[src/rtl/sat_counter.sv]
// Up-counter that stops at LIMIT instead of wrapping; clear has priority over inc.
module sat_counter #(
    parameter int W     = 8,
    parameter int LIMIT = 255
) (
    input  logic         clk,
    input  logic         reset,
    input  logic         clear,
    input  logic         inc,
    output logic [W-1:0] count,
    output logic         at_limit
);

    localparam logic [W-1:0] LIM = W'(LIMIT);

    assign at_limit = (count == LIM);

    // NOTE: sequential state uses <= so every flop samples pre-edge values.
    always_ff @(posedge clk or posedge reset) begin
        if (reset) begin
            count <= '0;
        end else if (clear) begin
            count <= '0;
        end else if (inc && !at_limit) begin
            count <= count + 1'b1;
        end
    end

endmodule

[config.mk]
export PLATFORM = sky130hd
export DESIGN_NAME = sat_counter
export DESIGN_NICKNAME = d
export VERILOG_FILES = /design/src/rtl/sat_counter.sv
export SDC_FILE = /design/constraint.sdc
export NUM_CORES = 1
export LEC_CHECK = 0
export CAP_MARGIN = 20
export CORE_MARGIN = 2
export CORE_UTILIZATION = 25
export CTS_CLUSTER_SIZE = 10
export DETAILED_ROUTE_END_ITERATION = 12
export PLACE_DENSITY = 0.55
export RECOVER_POWER = 25
export SLEW_MARGIN = 20
export SYNTH_ARGS = -nofsm -noshare
export SYNTH_HDL_FRONTEND = slang
export SYNTH_SLANG_ARGS = --single-unit
[constraint.sdc]
create_clock -name clk -period 1.8 [get_ports clk]
set_clock_uncertainty 0.2 [all_clocks]
set_input_delay 0.18 -clock clk [delete_from_list [all_inputs] [get_ports clk]]
set_output_delay 0.18 -clock clk [all_outputs]
set_load 0.05 [all_outputs]
* After elaboration in Yosys (flattened, before gate mapping)
Cells that the tools add are included.
** Cells by class
- $add $sub $neg :: 1
- Multiply operators :: 0
- Divide/modulo/power cells :: 0
- Magnitude comparators :: 0
- Equality and inequality tests :: 1
- Shift operators :: 0
- Mux-type cells :: 2
- Bitwise gates (word level) :: 0
- Reductions and logical operators :: 3
** Operators with widths (count)
- $mux 8 :: 2
- $add 8x1->8 const B :: 1
- $eq 8x8->1 const B :: 1
- $reduce_bool 2->1 :: 1
- $logic_and 1x1->1 :: 1
- $logic_not 1->1 :: 1
** Word-level totals
- Register bits after elaboration :: 8
- Latch bits :: 0
- Bits in writable memories :: 0
- Memory bits (read-only) :: 0
- Bits of input ports :: 4
- Output and inout bits :: 9
- Logic and storage cells :: 8
- Memories :: 0

* Logic depth before layout (Yosys ltp)
- Depth in word-level cells :: 5
- Depth in mapped cells :: 5

* Worst setup path after synthesis
OpenSTA, ideal clock, no wires.
- Path type :: register to register
- Start :: register count[0]
- End :: register count[0]
- Arrival :: 1.747 ns
- Path slack :: -0.272 ns
- Stages on the path, launching flop included :: 6
- Buffers on the path :: 1
- Period minus slack after synthesis :: 2.072 ns
- Cell sequence :: dfrtp_1 ha_1 and3_1 buf_2 a21boi_2 mux2_4
** On the way
- Longest elaborated chain between the ends :: 4
- Elaborated cells on any way between the ends :: 7
** RTL lines
- start, declared :: RTL line 10 : output logic [W-1:0] count,
- start signal, assigned :: RTL line 25 : count <= count + 1'b1;
- branches (longest 4 deep; another with $add 8x1->8)
Parallel ways; which one is timed is not known. The select of a mux whose other input is x is not followed.
A chain may end at the register's enable or synchronous reset.

* Worst setup path in the final report
- Start :: register count[1]
- End :: register count[0]
** On the way
- Longest elaborated chain between the ends :: 4
** RTL lines
- $eq 8x8->1 :: RTL line 16 : assign at_limit = (count == LIM);
- $logic_not 1->1 :: RTL line 24 : end else if (inc && !at_limit) begin
- $logic_and 1x1->1 :: RTL line 24
- $reduce_bool 2->1 (no source line)
No other way between the ends.

==> qor.yml <==
status: "finished clean"
cts_tree: "built"
start_util_pct: 25.86
worstMarginPinSlew_ns: 0.3461
cts_root_buf: "clkbuf_4"
layout.nets: 77
crit_end: "count[0]"
drv_cap: 0
relSlewSlack_pct: 76.90
insertion_delay_ns: 0.26
rr_startpoint: "count[1]"
clk_pin_slew_ns: 0.06
setup_viol: 0
syn_nets: 53
ys_warn_count: 0
clk_path_buf_depth: 2
vias_per_cell: 4.755
setup_slack_ns: 0.07600
drv_slew: 0
drive_gt1_share_pct: 43.66
clock-sinks: 8
period_share_pct: 95.78
worstSetupPathType: "flop to flop"
dieHeight_um: 48.35
yosys.area.top_type: "dfrtp_1"
first_iter_violations: 17
cp-startpoint: "count[1]"
hold_violations: 0
num_rows: 16
largest_reg_flops: 8
antenna_cells: 0
antenna_found_initial: 0
synth_edf_count: 0
h-tree-depth: 1
synthCells: 48
leakage_nw: 0.3305
grt_pass1_vias: 419
synth_top_area_share_pct: 40.71
reg2reg_to: "count[0]"
pin_count: 13
syn_area_um2: 491.7
max_freq_mhz: 580.0
dp_slack_ns: 0.1499
grt_max_degree: 9
grt_pass1_wl_mm: 1.911
wl_per_cell_um: 11.92
fin_cells: 98
cts_buffers: 3
synthFlopType: "dfrtp_1"
ff2ff_path_depth: 5
drc_errors: 0
yosys-top-cells-count: "dfrtp_1, nor2_1, nor2b_1"
num_vias: 466
gp_congestion: 0.7731
final.min_clock_period_ns: 1.724
die_area_mm2: 0.002338
core_mm2: 0.001902
synth_async_sr_flop_share_pct: 100.0
place_hpwl_um: 882.9
path_max_fanout: 5
grt_util_all_layers_pct: 10.77
drt-pass1-iter-count: 4
fillCellCount: 192
reg_top3: "count: 8 flops"
numPortBuffers: 12
cp-start-kind: "flop"
grt-ovfl-total: 0
synth_cell_type_count: 26
grt_setup_unrepaired: "false"
chipWidth_um: 48.35
ir_drop_v: 0.0002673
syn2layout_area_growth_pct: 50.89
cp.required_ns: 1.74
ant_nets: 0
critPathCaptureType: "flop"
hold_path.class: "flop to flop"
cp.arrival_ns: 1.67
dp_cells: 88
synth.area.top_cells: "dfrtp_1, mux2_4, nor2b_1"
top_register: "count"
r2r_slack_ns: 0.08
synth-seq-cells: 8
power-per-cell-area_mw_per_mm2: 562.8
synth_seq_area_share_pct: 40.71
synth.most_common_cell: "dfrtp_1"
synth_area_per_cell_um2: 10.24
routed_wl_mm: 1.168
[how the worst min path moves through the flow]
| stage | slack [ns] | from | cells past startpoint | to |
|---|---|---|---|---|
| 2_1_floorplan | -0.20 | reset | 1 | count[2] |
| 3_3_place_gp | 0.27 | reset | 2 | count[3] |
| 3_5_place_dp | 0.27 | reset | 2 | count[7] |
| 4_1_cts | 0.33 | count[5] | 1 | count[5] |
| 5_1_grt | 0.36 | count[5] | 1 | count[5] |
| 6_report | 0.33 | count[5] | 1 | count[5] |
[critical path: stages (launching register included)]
cell and delay, ns:
dfrtp_2 0.43, ha_4 0.18, and3_4 0.18, buf_4 0.16, a21boi_4 0.16, mux2_4 0.31
[cell families (layout without fill, tap and decap cells)]
family	count (synthesis)	in the layout	synth area share (%)
DFF	8	8	40.71
muxes	3	3	8.143
and+or+nand+nor	21	21	24.93
adders and majority gates	1	1	2.544
AOI/OAI and AO/OA	11	11	17.05
buffers and inverters	4	27	6.613
[layer usage]
layer,global-route usage (%),routed length (um),up-vias
met4,4.286,21,0
met5,0,0,-
li1,-,-,224
met2,16.67,565,14
met1,13.59,523,226
met3,4.012,58,2
[placed cells by master (no fill, tap or decap), types with 2 or more instances in the layout]
master	n
nand2b_1	2
a21oi_1	2
clkdlybuf4s50_1	2
mux2_4	2
a31oi_1	2
a41oi_1	2
nand3_1	2
nor2_1	3
dfrtp_1	6
clkbuf_4	3
dlygate4sd3_1	2
nor3b_1	2
buf_4	17
dfrtp_2	2
a211oi_1	2
nand4_1	2
nor2b_1	3
nor3_1	2
[cell type report]
cell class | count | area, um^2 | share of cell area, %
inverter | 1 | 3.754 | 0.5059
tap | 27 | 33.78 | 4.553
clock buffer | 4 | 26.28 | 3.541
sequential | 8 | 202.7 | 27.32
multi-input combinational | 36 | 287.8 | 38.79
timing repair buffer | 22 | 187.7 | 25.30
[stage by stage]
stage	hold WS, ns	power, W	util [%]	instance area, um^2	TNS (ns)
6_report	0.3338	0.0004176	39.01	742.0	0
5_1_grt	0.3614	0.0004391	39.01	742.0	0
4_1_cts	0.3271	0.0004248	38.09	724.4	0
3_5_place_dp	0.2721	0.0002614	34.93	664.4	0
3_3_place_gp	0.2683	0.0002600	34.93	664.4	0
2_1_floorplan	-0.2045	0.0002352	-	525.5	-0.007442
[what timing repair did]
item,in CTS,in global routing
resized for setup,1,2
endpoints found under the hold margin,8,0
setup buffers,3,2
endpoints found under the setup margin,1,1
pin swaps,0,1
hold buffers,1,0
[power by group]
part / total [W] / switching, W / internal, W
Combinational: 0.0000773 / 0.0000415 / 0.0000358
Clock: 0.000150 / 0.0000654 / 0.0000851
Sequential: 0.000190 / 0.00000480 / 0.000185
Note: power is estimated with default switching activity, not from simulation.
